[src/rtl/psum_mem_arbiter.sv]
// -----------------------------------------------------------------------------
// psum_mem_arbiter
//
// Shares one single-port partial-sum SRAM (one access per cycle) between:
//   * the convolution controller's write-back stream (never stalls, buffered
//     in a small circular FIFO and drained into the SRAM when a slot is free),
//   * the controller's accumulator read port,
//   * a host/debug readout port.
// Reads whose address matches any buffered write are held off until that
// write has drained, so every read observes all earlier writes. A wait
// counter gives the host priority over the controller read after
// HOST_MAX_WAIT bypassed cycles.
//
// Ports:
//   clk, arst_n_in          clock, asynchronous active-low reset
//   wr_valid/addr/data      write stream, accepted every cycle wr_valid = 1
//   rd_valid/addr/ready     controller read request and its grant
//   rd_rvalid               rdata holds the controller read result
//   host_valid/addr/ready   host read request and its grant
//   host_rvalid             rdata holds the host read result
//   rdata                   read data shared by both read ports
//   sram_en/we/addr/wdata   SRAM access (we = 1 write, 0 read)
//   sram_rdata              SRAM read data, one cycle after a read access
//   wbuf_level              occupied write-buffer entries
//   idle                    nothing buffered, pending or in flight
//
// Handshake: a read request is consumed in the cycle where valid and ready
// are both 1; ready is combinational from valid and the arbiter state and
// never depends on the requester waiting for it. The write stream has no
// ready: every wr_valid cycle pushes one entry.
// -----------------------------------------------------------------------------
module psum_mem_arbiter #(
  parameter int LOG2_OF_MEM_HEIGHT = 20,
  parameter int DATA_WIDTH         = 32,
  parameter int WBUF_DEPTH         = 4,
  parameter int HOST_MAX_WAIT      = 16
) (
  input  logic                            clk,
  input  logic                            arst_n_in,
  input  logic                            wr_valid,
  input  logic [LOG2_OF_MEM_HEIGHT-1:0]   wr_addr,
  input  logic [DATA_WIDTH-1:0]           wr_data,
  input  logic                            rd_valid,
  input  logic [LOG2_OF_MEM_HEIGHT-1:0]   rd_addr,
  output logic                            rd_ready,
  output logic                            rd_rvalid,
  input  logic                            host_valid,
  input  logic [LOG2_OF_MEM_HEIGHT-1:0]   host_addr,
  output logic                            host_ready,
  output logic                            host_rvalid,
  output logic [DATA_WIDTH-1:0]           rdata,
  output logic                            sram_en,
  output logic                            sram_we,
  output logic [LOG2_OF_MEM_HEIGHT-1:0]   sram_addr,
  output logic [DATA_WIDTH-1:0]           sram_wdata,
  input  logic [DATA_WIDTH-1:0]           sram_rdata,
  output logic [$clog2(WBUF_DEPTH):0]     wbuf_level,
  output logic                            idle
);

  localparam int PW = $clog2(WBUF_DEPTH);
  localparam int LW = PW + 1;
  localparam int CW = $clog2(HOST_MAX_WAIT + 1);
  localparam logic [LW-1:0] FULL_LEVEL = LW'(WBUF_DEPTH);
  localparam logic [CW-1:0] MAX_WAIT   = CW'(HOST_MAX_WAIT);

  // Which requester owns the SRAM this cycle.
  typedef enum logic [1:0] {
    SEL_NONE,
    SEL_DRAIN,
    SEL_RD,
    SEL_HOST
  } sel_e;

  sel_e sel;

  // Write buffer storage and bookkeeping.
  logic [LOG2_OF_MEM_HEIGHT-1:0] buf_addr [WBUF_DEPTH];
  logic [DATA_WIDTH-1:0]         buf_data [WBUF_DEPTH];
  logic [PW-1:0]                 wr_ptr;
  logic [PW-1:0]                 rd_ptr;
  logic [LW-1:0]                 level;

  logic [WBUF_DEPTH-1:0]         occupied;
  logic                          rd_haz;
  logic                          host_haz;
  logic [CW-1:0]                 wait_cnt;
  logic [DATA_WIDTH-1:0]         rdata_q;
  logic                          push;
  logic                          pop;

  // A slot is occupied when its distance from the head (modulo depth)
  // is below the fill level.
  always_comb begin
    occupied = '0;
    for (int i = 0; i < WBUF_DEPTH; i++) begin
      occupied[i] = ({1'b0, PW'(i) - rd_ptr} < level);
    end
  end

  // Hazards only look at entries already in the buffer; the write arriving
  // this cycle is ordered after any read granted this cycle.
  always_comb begin
    rd_haz   = 1'b0;
    host_haz = 1'b0;
    for (int i = 0; i < WBUF_DEPTH; i++) begin
      if (occupied[i] && (buf_addr[i] == rd_addr))   rd_haz   = 1'b1;
      if (occupied[i] && (buf_addr[i] == host_addr)) host_haz = 1'b1;
    end
  end

  // Priority selection. A full buffer always drains first, because the
  // write stream cannot be back-pressured.
  always_comb begin
    sel = SEL_NONE;
    if (!arst_n_in) begin
      sel = SEL_NONE;
    end else if (level == FULL_LEVEL) begin
      sel = SEL_DRAIN;
    end else if (host_valid && !host_haz && (wait_cnt == MAX_WAIT)) begin
      sel = SEL_HOST;
    end else if (rd_valid && !rd_haz) begin
      sel = SEL_RD;
    end else if (host_valid && !host_haz) begin
      sel = SEL_HOST;
    end else if (level != '0) begin
      sel = SEL_DRAIN;
    end
  end

  assign rd_ready   = (sel == SEL_RD);
  assign host_ready = (sel == SEL_HOST);
  assign sram_en    = (sel != SEL_NONE);
  assign sram_we    = (sel == SEL_DRAIN);
  assign sram_wdata = buf_data[rd_ptr];

  always_comb begin
    sram_addr = buf_addr[rd_ptr];
    if (sel == SEL_RD) begin
      sram_addr = rd_addr;
    end else if (sel == SEL_HOST) begin
      sram_addr = host_addr;
    end
  end

  assign push = wr_valid;
  assign pop  = (sel == SEL_DRAIN);

  // Storage carries no reset; only the pointers/level define validity.
  always_ff @(posedge clk) begin
    if (wr_valid) begin
      buf_addr[wr_ptr] <= wr_addr;
      buf_data[wr_ptr] <= wr_data;
    end
  end

  always_ff @(posedge clk or negedge arst_n_in) begin
    if (!arst_n_in) begin
      wr_ptr      <= '0;
      rd_ptr      <= '0;
      level       <= '0;
      rd_rvalid   <= 1'b0;
      host_rvalid <= 1'b0;
      wait_cnt    <= '0;
      rdata_q     <= '0;
    end else begin
      if (push) wr_ptr <= wr_ptr + PW'(1);
      if (pop)  rd_ptr <= rd_ptr + PW'(1);
      // Simultaneous push and pop (including when full) keeps the level.
      case ({push, pop})
        2'b10:   level <= level + LW'(1);
        2'b01:   level <= level - LW'(1);
        default: level <= level;
      endcase
      rd_rvalid   <= (sel == SEL_RD);
      host_rvalid <= (sel == SEL_HOST);
      if (rd_rvalid || host_rvalid) rdata_q <= sram_rdata;
      if (!host_valid || (sel == SEL_HOST)) begin
        wait_cnt <= '0;
      end else if (wait_cnt != MAX_WAIT) begin
        wait_cnt <= wait_cnt + CW'(1);
      end
    end
  end

  // Pass the SRAM word through in the result cycle, hold it afterwards.
  assign rdata = (rd_rvalid || host_rvalid) ? sram_rdata : rdata_q;

  assign wbuf_level = level;
  assign idle = (level == '0) && !rd_valid && !host_valid && !rd_rvalid && !host_rvalid;

endmodule

[config.mk]
export PLATFORM = sky130hd
export DESIGN_NAME = psum_mem_arbiter
export DESIGN_NICKNAME = d
export VERILOG_FILES = /design/src/rtl/psum_mem_arbiter.sv
export SDC_FILE = /design/constraint.sdc
export NUM_CORES = 1
export LEC_CHECK = 0
export CAP_MARGIN = 5
export CORE_ASPECT_RATIO = 0.7
export CORE_MARGIN = 2
export CORE_UTILIZATION = 49
export DETAILED_ROUTE_END_ITERATION = 8
export MAX_ROUTING_LAYER = met4
export PLACE_DENSITY = 0.76
export SETUP_SLACK_MARGIN = 0.05
export SLEW_MARGIN = 20
export SYNTH_ARGS = -nofsm -noshare
export SYNTH_HDL_FRONTEND = slang
export SYNTH_SLANG_ARGS = --single-unit
export TNS_END_PERCENT = 100
[constraint.sdc]
create_clock -name clk -period 5.65 [get_ports clk]
set_input_delay 1.13 -clock clk [delete_from_list [all_inputs] [get_ports clk]]
set_output_delay 1.13 -clock clk [all_outputs]
set_load 0.01 [all_outputs]
-- Word-level counts from Yosys, hierarchy flattened
Memories as Yosys holds them, arrays and structs flattened.
Cells that the tools add are included.
- shift-type cells: 0
- magnitude comparators: 4
- add/subtract/negate cells: 9
- multiply operators: 0
- bitwise logic cells: 0
- muxes and demuxes: 22
- reductions and logical operators: 28
- equality and inequality tests: 16
- div/mod/pow operators: 0
- operators with widths (kind ; number):
    $eq 20x20->1 ; 8
    $mux 20 ; 2
    $mux 32 ; 1
    $logic_and 1x1->1 ; 15
    $lt 2x3->1 ; 4
    $mux 1 ; 11
    $mux 2 ; 5
    $mux 5 ; 2
    $eq 2x2->1 const B ; 3
    $logic_not 1->1 ; 6
    $pmux 3 s2 ; 1
    $reduce_bool 2->1 ; 3
    $add 5x1->5 const B ; 1
    $eq 5x5->1 const B ; 1
    $ne 5x5->1 const B ; 1
    $add 2x1->2 const B ; 2
    $eq 2x1->1 const B ; 2
    $sub 1x2->2 const A ; 2
    $sub 2x2->2 const A ; 2
    $add 3x1->3 const B ; 1
    $eq 3x3->1 const B ; 1
    $logic_not 3->1 ; 1
    $reduce_bool 3->1 ; 1
    $sub 3x1->3 const B ; 1
    $logic_or 1x1->1 ; 2
- bits of input ports: 129
- register bits: 46
- ROM bits: 0
- word-level logic and storage cells: 88
- memories: 2
- latch bits: 0
- memory bits (writable): 208
- memories (memory ; words ; width ; rd ports ; clocked after memory_dff ; wr ports ; RTL line ; RTL):
    buf_data ; 4 ; 32 ; 1 ; 0 ; 1 ; 79 ; logic [DATA_WIDTH-1:0] buf_data [WBUF_DEPTH];
    buf_addr ; 4 ; 20 ; 5 ; 0 ; 1 ; 78 ; logic [LOG2_OF_MEM_HEIGHT-1:0] buf_addr [WBUF_DEPTH];

-- Longest topological paths before layout
Gate-level depths: netlist (run 1).
- depth in word-level cells: 17
- mapped depth: 18
- depth with buffers taken out: 15

-- Worst setup path after synthesis (run 1)
OpenSTA, ideal clock, no wires.
- kind: reg-to-output
- start point: register rd_ptr[1]
- end point: output port sram_addr[12]
- required time: 4.520 ns
- slack: 1.279 ns
- cell stages (with the launch flop): 14
- buffers on the path: 4
- arrival: 3.241 ns
- cell sequence: dfrtp_1 > clkbuf_1 > clkbuf_1 > buf_1 > inv_1 > ha_1 > a21boi_0 > o21ai_0 > nand4_1 > nor3_1 > or4_4 > o2111ai_4 > buf_6 > o221ai_1
- word-level cells in the longest chain between the ends: 17
- elaborated cells on any way between the ends: 39
- those cells by class: add/sub (4); order compare (4); eq/ne (2); mux (15); reduce/logical (13); memory (1)
- RTL lines (element ; RTL line ; RTL):
    from (decl) ; 81 ; logic [PW-1:0] rd_ptr;
    from (signal assigned) ; 168 ; if (pop) rd_ptr <= rd_ptr + PW'(1);
    $sub 1x2->2 ; 97 ; occupied[i] = ({1'b0, PW'(i) - rd_ptr} < level);
    $lt 2x3->1 ; 97 ;
    $logic_and 1x1->1 ; 108 ; if (occupied[i] && (buf_addr[i] == host_addr)) host_haz = 1'b1;
    $mux 1 (4 in series) ; 108 ;
    $logic_not 1->1 ; 120, 124 ;
    $logic_and 1x1->1 ; 120, 124 ;
    $mux 2 ; 124 ; end else if (host_valid && !host_haz) begin
    $mux 2 ; 122 ; end else if (rd_valid && !rd_haz) begin
    $mux 2 ; 120 ; end else if (host_valid && !host_haz && (wait_cnt == MAX_WAIT)) begin
    $mux 2 ; 118 ; end else if (level == FULL_LEVEL) begin
    $mux 2 ; 116 ; if (!arst_n_in) begin
    $eq 2x2->1 ; 141 ; end else if (sel == SEL_HOST) begin
    $mux 20 ; 141 ;
    $mux 20 * ; 139 ; if (sel == SEL_RD) begin
    to (decl) ; 54 ; output logic [LOG2_OF_MEM_HEIGHT-1:0] sram_addr,
Mark *: on every way between the ends. The rest lies on a longest branch, timed or not.

-- Worst setup path after layout (run 1)
- start point: input port host_addr[2]
- end point: output port sram_addr[12]
- word-level cells in the longest chain between the ends: 16
- elaborated cells on any way between the ends: 24
- those cells by class: eq/ne (6); mux (11); reduce/logical (7)
- RTL lines (element ; RTL line ; RTL):
    from (decl) ; 48 ; input logic [LOG2_OF_MEM_HEIGHT-1:0] host_addr,
    $eq 20x20->1 ; 108 ;
    $logic_and 1x1->1 ; 108 ;
    $mux 1 (3 in series) ; 108 ;
    $mux 1 * ; 108 ;
    $logic_not 1->1 * ; 120, 124 ;
    $logic_and 1x1->1 * ; 120, 124 ;
    $mux 2 ; 124 ;
    $mux 2 ; 122 ;
    $mux 2 * ; 120 ;
    $mux 2 * ; 118 ;
    $mux 2 * ; 116 ;
    $eq 2x2->1 ; 141 ;
    $mux 20 ; 141 ;
    $mux 20 * ; 139 ;
Marked as above.

==> flow_summary.yaml, run 1 <==
synth:
  netlist_area_um2: 12100
  syn_avg_cell_area_um2: 15.6
  syn_nets: 919
  synth-edff-count: 208
  synth.area.top_cells: "edfxtp_1 52%, mux4_2 9.7%, dfrtp_1 9.5%"
  seq_area_frac_synth_pct: 61.1
  ys_types: 41
  synthCells: 778
  synth-async-reset-ratio_pct: 18.1
  synth_seq_cells: 254
  ys_warn_count: 0
  yosysTopAreaCell: "edfxtp_1"
  yosys.area.top_type_share_pct: 51.6
  ys.flop_type: "edfxtp_1"
finish:
  syn_to_final_growth_pct: 28.4
  stdcell_count: 1334
  drive_gt1_share_pct: 18.0
  most-common-layout-cells: "221 x clkdlybuf4s50_1, 208 x edfxtp_1, 117 x xor2_1, 54 x xnor2_1, 53 x inv_1"
  design_area_um2: 15600
  final_nets: 1130
  layout_commonest_cell: "clkdlybuf4s50_1"
floorplanning:
  die_h_um: 136
  initial_core_util_pct: 49.5
  rows: 48
  die_area_um2: 26000
  core-area_um2: 24400
  io_pins: 223
  die_w_um: 192
place:
  pre_cts_ws_ps: 175
  finalWeightedCongestion: 1.01
  place_inst: 1287
  placed_cell_area_um2: 14600
  port_buffers: 222
  dp_hpwl_mm: 22.2
clock_tree:
  cts-root-buf: "clkbuf_16"
  cts_buffer_depth: 3
  cts_setup_buffers: 0
  clock-sinks: 254
  cts_tree: "built"
  clk_latency_ps: 530
  clk_pin_slew_ps: 60
  cts_buffers: 25
  cts_max_level: 1
route:
  vias_per_cell: 5.42
  first_iter_violations: 730
  vias: 7228
  routed_wl_mm: 30.6
  route.detailed.drc: 0
  first_pass_iters: 5
  wl_per_cell_um: 23.0
  antenna_left: 0
worst_setup_path:
  rrSetupSlack_ps: 1570
  r2r_cells: 16
  crit_path_end_kind: "output port"
  critPathMaxStageDelay_ps: 650
  path_cells: "clkdlybuf4s50_1 -> xor2_1 -> nor4_1 -> o21ai_0 -> o22ai_1 -> nor3_2 -> nor2_1 -> nor2_4 -> buf_4 -> o221ai_1 -> clkdlybuf4s50_1"
  crit_type: "input port to output port"
  worstReg2RegStart: "rd_ptr[1]"
  rr_endpoint: "wbuf_level[2]"
  slowest_stage: "clkdlybuf4s50_1"
  crit_start: "host_addr[2]"
  crit_path_start_kind: "input port"
  crit_end: "sram_addr[12]"
  arrival_ps: 4400
  worstPathRequired_ps: 4520
  crit_path_max_fanout: 7
  cpMostUsedCell: "clkdlybuf4s50_1"
sta:
  relSlewSlack_pct: 35.5
  finalHoldViolations: 0
  min_period_ps: 5530
  final_max_slew_viol_count: 0
  fin_crit_sh_pct: 97.8
  tightest_slew_ps: 968
  tns_ps: 0
  worst_clock_skew_ps: 9.57
  fmax_ghz: 0.181
  grt_setup_unrepaired: "yes"
  finalWorstSetupSlack_ps: 123
  setup_viol: 0
power:
  peakVddDrop_v: 0.000359
  p_per_area_nw_per_um2: 465
  leakage_uw: 0.00554
  total_power_uw: 7240
flow_run:
  max-cap-violations: 0
outcome:
  status: "finished, final reports clean"
global_routing:
  track_usage_pct: 24.6
  first_global_vias: 7313
  grt_max_degree: 49
  grt_pass1_wl_mm: 45.7
  gr-total-overflow: 0
  antenna_found_initial: 1
worst_hold_path:
  hp-class: "register to register"
  holdPathStages: 1
-- power by group --
part | total (uW) | switching, uW | internal, uW
Sequential | 2740 | 266 | 2470
Clock | 1850 | 713 | 1140
Combinational | 2650 | 1250 | 1400
-- critical path, delay by kind of cell --
family | cells | cell delay [ps]
AO/OA/AOI/OAI | 3 | 750
XOR/XNOR | 1 | 160
AND/OR/NAND/NOR | 4 | 890
buffers and inverters | 3 | 1450
-- how the worst min path moves through the flow --
stage,start,to,slack [ps]
CTS,rdata_q[8],rdata_q[8],500
floorplan,wr_ptr[0],wr_ptr[0],490
detailed placement,rdata_q[8],rdata_q[8],480
finish,rdata_q[23],rdata_q[23],500
global placement,rdata_q[17],rdata_q[17],480
global route,rdata_q[31],rdata_q[31],510
-- synth_stat cells, drive strengths merged, types with 2 or more instances --
cell / count
nand3: 3
nand2: 26
dfrtp: 46
nor4: 30
and2: 5
clkbuf: 9
nor2: 10
a31oi: 2
inv: 53
mux4: 52
o31ai: 2
ha: 11
edfxtp: 208
nand4: 19
mux2: 32
nor3: 5
o21ai: 7
o221ai: 20
xnor2: 54
a21oi: 2
buf: 53
xor2: 117
-- flip-flops by register name, summed over array words and instances (netlist names) --
signal       flops
buf_data       128
buf_addr        80
rdata_q         32
wait_cnt         5
wbuf_level       3
rd_ptr           2
wr_ptr           2
host_rvalid      1
rd_rvalid        1
-- metal layers --
| metal | wire length [um] | GRT usage [%] | vias to the layer above |
|---|---|---|---|
| met3 | 2550 | 5.41 | 37 |
| met1 | 14100 | 37.3 | 3627 |
| met5 | 0 | - | - |
| met4 | 423 | 3.55 | 0 |
| li1 | - | - | 3289 |
| met2 | 13500 | 35.0 | 275 |
-- what timing repair did --
action | in CTS | in global routing
hold buffers | 0 | 0
resized for setup | 0 | 4
setup endpoints to repair | 0 | 3
-- area by class of cell --
type,count,area (um2)
clock buffer,27,633
inverter,53,199
timing repair buffer,246,2430
fill,1796,8890
antenna,1,2.50
tap,325,407
clock inverter,19,289
sequential,254,7400
multi-input combinational,409,4190
-- stage by stage --
step / hold slack (ps) / util, %
4_1_cts: 495 / 63.5
6_report: 497 / 63.6
2_1_floorplan: 491 / -
3_5_place_dp: 481 / 59.8
5_1_grt: 506 / 63.6
3_3_place_gp: 477 / 59.8
-- cells by family after synthesis --
kind of cell	synth area share, %
AOI/OAI and AO/OA	3.04
xor gates and xnor gates	12.4
adders and majority gates	1.30
DFF	61.1
muxes	12.7
buffers and inverters	4.69
and+or+nand+nor	4.78
(Power assumes the default switching activity.)
==> inputs of run 2 (changes only) <==
- clock period: 5.65 -> 6.15 ns (I/O delays scaled with it)
==> run 2 against run 1 <==
Against the previous run: sequential share of layout area is 0.17 points higher; first-iteration DRC count is 28% lower; clock skew hardly changed; global-route usage is 0.44 points higher; register-to-register slack better by 540 ps; largest cell class unchanged; highest routed layer unchanged.
==> flow_summary.yaml, run 2 (same netlist as run 1, synthesis figures left out) <==
outcome:
  status: "finished, final reports clean"
sta:
  finalHoldViolations: 0
  fmax_ghz: 0.170
  relSlewSlack_pct: 35.6
  tns_ps: 0
  setup_viol: 0
  whs_ps: 496
  fin_crit_sh_pct: 95.4
  tightest_slew_ps: 966
  worst_clock_skew_ps: 9.89
  min_period_ps: 5870
  final_max_slew_viol_count: 0
  grt_setup_unrepaired: "no"
worst_setup_path:
  slowest_stage: "nor4_1"
  arrival_ps: 4640
  worstPathRequired_ps: 4920
  cp_num_buf_inv: 3
  crit_path_end_kind: "output port"
  crit_path_start_kind: "input port"
  path_cells: "clkdlybuf4s50_1 -> xor2_1 -> nor4_1 -> nand4_1 -> o21ai_0 -> or4_4 -> o2111ai_4 -> buf_4 -> o221ai_1 -> clkdlybuf4s50_1"
  critPathMaxStageDelay_ps: 660
  cp_top_family: "buffers and inverters"
  cpMostUsedCell: "clkdlybuf4s50_1"
  crit_path_max_fanout: 5
  crit_type: "input port to output port"
worst_hold_path:
  hp-class: "register to register"
route:
  first_pass_iters: 4
  antenna_left: 0
  wl_per_cell_um: 23.7
  vias_per_cell: 5.48
  vias: 7323
  first_iter_violations: 523
  routed_wl_mm: 31.6
  route.detailed.drc: 0
flow_run:
  max-cap-violations: 0
clock_tree:
  cts_resized: 0
  cts_tree: "built"
  cts_buffer_depth: 3
  clk_pin_slew_ps: 60
  clk_latency_ps: 540
  cts_buffers: 25
  cts_hold_buf: 0
  cts_max_level: 1
  clock-sinks: 254
  cts-root-buf: "clkbuf_16"
  cts_setup_buffers: 0
finish:
  drive_gt1_share_pct: 17.6
  syn_to_final_growth_pct: 28.0
  biggestRegsByFlops: "buf_data: 128 flops, buf_addr: 80 flops, rdata_q: 32 flops"
  regMostFlops: "buf_data"
  most-common-layout-cells: "221 x clkdlybuf4s50_1, 208 x edfxtp_1, 117 x xor2_1, 54 x xnor2_1, 53 x inv_1"
  largest_register_ff_count: 128
  layout_commonest_cell: "clkdlybuf4s50_1"
  final_nets: 1132
power:
  leakage_uw: 0.00553
  p_per_area_nw_per_um2: 427
  peakVddDrop_v: 0.000263
global_routing:
  track_usage_pct: 25.1
  antenna_found_initial: 1
  first_global_vias: 7481
  grt_pass1_wl_mm: 46.1
  gr-total-overflow: 0
  grt_max_degree: 50
place:
  finalWeightedCongestion: 0.999
  dp_hpwl_mm: 23.2
  port_buffers: 222
floorplanning:
  die_h_um: 136
  io_pins: 223
  die_w_um: 192
  rows: 48
  die_area_um2: 26000
  initial_core_util_pct: 49.5
  core-area_um2: 24400
run 2: final timing paths:
check | from | end | slack, ps | depth (start not counted)
setup / recovery | rd_addr[15] | sram_addr[13] | 280 | 10
hold / removal | rdata_q[11] | rdata_q[11] | 500 | 1
setup reg to reg | rd_ptr[1] | wbuf_level[2] | 2110 | 15
hold reg to reg | rdata_q[11] | rdata_q[11] | 500 | 1
max in group asynchronous | arst_n_in | rd_ptr[0] | 4770 | 2
min in group asynchronous | arst_n_in | rd_ptr[0] | 930 | 2
run 2: worst reg2reg max path, delay by kind of cell (launching register included):
kind	cells	cell delay [ps]
buf+inv	2	160
simple gates	5	970
fa+ha+maj	3	880
xor+xnor	2	300
flops	1	720
compound gates	3	920
run 2: power by group:
part	switching, uW	internal, uW
combinational	1160	1280
sequential	243	2270
clock	659	1000
run 2: final cells by class:
class / count / area, um2
flip-flops and latches: 254 / 7400
diodes: 2 / 5.00
well taps: 325 / 407
multi-input cells: 409 / 4160
repair buffers: 248 / 2420
inverters: 53 / 199
clock buffers: 27 / 633
fillers: 1791 / 8940
clock inverters: 19 / 267
run 2: routing by layer:
metal / share of wire [%] / global-route usage (%) / wire [um] / vias up
li1: - / - / - / 3306
met1: 45 / 36.5 / 14300 / 3676
met2: 44 / 35.8 / 13900 / 298
met3: 8.9 / 6.63 / 2830 / 43
met4: 1.7 / 4.79 / 540 / 0
met5: 0 / - / 0 / -
run 2: stage by stage:
stage | std cells | utilization [%] | cell area (um2) | worst slack [ps] | total power, uW
CTS | 1335 | 63.4 | 15500 | 430 | 6670
detailed placement | 1289 | 59.7 | 14600 | 441 | 4990
finish | 1337 | 63.4 | 15500 | 282 | 6620
floorplan | 778 | - | 12100 | 1680 | 3830
global route | 1336 | 63.4 | 15500 | 189 | 6900
global placement | 1289 | 59.7 | 14600 | 343 | 4960
==> inputs of run 3 (changes only) <==
--- a/config.mk
+++ b/config.mk
@@ -10,4 +10,5 @@
 export CORE_MARGIN = 2
 export CORE_UTILIZATION = 49
+export CTS_CLUSTER_SIZE = 25
 export DETAILED_ROUTE_END_ITERATION = 8
 export MAX_ROUTING_LAYER = met4
@@ -18,3 +19,3 @@
 export SYNTH_HDL_FRONTEND = slang
 export SYNTH_SLANG_ARGS = --single-unit
-export TNS_END_PERCENT = 100
+export TNS_END_PERCENT = 50
==> constraint.sdc (replaced) <==
create_clock -name clk -period 6.15 [get_ports clk]
set_input_delay 1.845 -clock clk [delete_from_list [all_inputs] [get_ports clk]]
set_output_delay 1.845 -clock clk [all_outputs]
set_load 0.01 [all_outputs]
==> run 3 against run 2 <==
Against the previous run: count of clock-buffer cells in the layout up 1; register-to-register slack better by 20 ps; die area unchanged; routed wire length up 4.5%; utilization up 3.7 points; combinational power up 7%; sequential share of layout area down 2.7 points; non-clock buffer count up 72; critical path depth up 3; largest power group is now combinational cells.
==> flow_summary.yaml, run 3 (same netlist as run 1, synthesis figures left out) <==
worst_setup_path:
  crit_start: "rd_addr[5]"
  r2r_cells: 18
  rrSetupSlack_ps: 2130
  crit_end: "sram_addr[19]"
  crit_path_end_kind: "output port"
  crit_path_start_kind: "input port"
  arrival_ps: 4240
  worstReg2RegStart: "rd_ptr[1]"
  rr_endpoint: "wbuf_level[2]"
  crit_path_max_fanout: 9
  crit_type: "input port to output port"
  worstPathRequired_ps: 4300
place:
  place_inst: 1342
  pre_cts_ws_ps: -886
  placed_cell_area_um2: 15000
  dp_hpwl_mm: 23.5
  port_buffers: 222
  finalWeightedCongestion: 0.980
sta:
  min_period_ps: 6080
  relSlewSlack_pct: 40.3
  finalHoldViolations: 0
  tns_ps: 0
  whs_ps: 494
  finalWorstSetupSlack_ps: 67.9
  fmax_ghz: 0.164
  worst_clock_skew_ps: 14.4
  grt_setup_unrepaired: "yes"
  fin_crit_sh_pct: 98.9
  final_max_slew_viol_count: 0
  setup_viol: 0
  tightest_slew_ps: 896
outcome:
  status: "finished, final reports clean"
finish:
  design_area_um2: 16400
  final_nets: 1204
  layout_commonest_cell: "edfxtp_1"
  stdcell_count: 1407
  fill_cells: 1726
  most-common-layout-cells: "208 x edfxtp_1, 157 x clkdlybuf4s50_1, 92 x xor2_1, 77 x buf_4, 53 x inv_1"
  drive_gt1_share_pct: 34.0
  syn_to_final_growth_pct: 35.5
  biggestRegsByFlops: "buf_data: 128 flops, buf_addr: 80 flops, rdata_q: 32 flops"
  largest_register_ff_count: 128
  regMostFlops: "buf_data"
global_routing:
  gr-total-overflow: 0
  track_usage_pct: 26.5
  grt_pass1_wl_mm: 48.6
  grt_max_degree: 50
  first_global_vias: 7932
  antenna_found_initial: 1
floorplanning:
  die_w_um: 192
  rows: 48
  die_h_um: 136
  initial_core_util_pct: 49.5
  io_pins: 223
  core-area_um2: 24400
  die_area_um2: 26000
clock_tree:
  clk_latency_ps: 540
  clk_pin_slew_ps: 60
  cts-root-buf: "clkbuf_16"
  cts_hold_buf: 0
  cts_max_level: 1
  cts_buffers: 25
  clock-sinks: 254
  cts_tree: "built"
  cts_buffer_depth: 3
power:
  peakVddDrop_v: 0.000339
  p_per_area_nw_per_um2: 408
  leakage_uw: 0.00605
route:
  vias: 7692
  first_pass_iters: 5
  wl_per_cell_um: 23.5
  vias_per_cell: 5.47
  routed_wl_mm: 33.1
  antenna_left: 0
  first_iter_violations: 707
  route.detailed.drc: 0
worst_hold_path:
  hp-class: "register to register"
flow_run:
  max-cap-violations: 0
## run 3: metal layers
layer | GRT usage (%) | wire (um) | vias up
li1 | - | - | 3417
met2 | 38.6 | 14900 | 321
met5 | - | 0 | -
met3 | 5.00 | 2760 | 52
met4 | 5.00 | 671 | 0
met1 | 39.3 | 14700 | 3902
## run 3: worst min-delay path by stage
stage                  endpoint        start  cells past startpoint
finish              rdata_q[23]  rdata_q[23]                      1
global route        rdata_q[20]  rdata_q[20]                      1
CTS                  rdata_q[6]   rdata_q[6]                      1
detailed placement   rdata_q[6]   rdata_q[6]                      1
global placement    rdata_q[27]  rdata_q[27]                      1
floorplan             wr_ptr[0]    wr_ptr[0]                      1
## run 3: worst max-delay path: stages
cell             delay, ps
buf_2                  140
xor2_1                 210
nor4_1                  90
buf_4                  140
nand4_1                110
nor3_2                  60
or4_4                  540
buf_4                  160
o2111ai_4              230
buf_4                  190
buf_6                  160
o221ai_2               100
clkdlybuf4s15_1        230
## run 3: where the power goes
part	internal, uW	switching, uW
clock network	961	654
logic	1320	1310
registers	2270	189
## run 3: cell type report
class | instances | area (um2) | share of cell area, %
flip-flops and latches | 254 | 7400 | 45.1
repair buffers | 320 | 2820 | 17.2
well taps | 325 | 407 | 2.48
clock buffers | 28 | 637 | 3.88
diodes | 1 | 2.50 | 0.0152
inverters | 53 | 199 | 1.21
clock inverters | 17 | 228 | 1.39
multi-input cells | 409 | 4720 | 28.7
## run 3: what timing repair did
item,in CTS,in global routing
setup buffers,22,1
setup endpoints to repair,24,23
gates cloned,1,0
gates resized for setup,277,77
pin swaps,30,23
hold endpoints to repair,0,0
## run 3: per-stage QoR
| step | total power, uW | utilization (%) |
|---|---|---|
| detailed placement | 5050 | 61.3 |
| finish | 6700 | 67.1 |
| floorplan | 3830 | - |
| global route | 6990 | 67.1 |
| global placement | 5020 | 61.3 |
| CTS | 6730 | 66.8 |
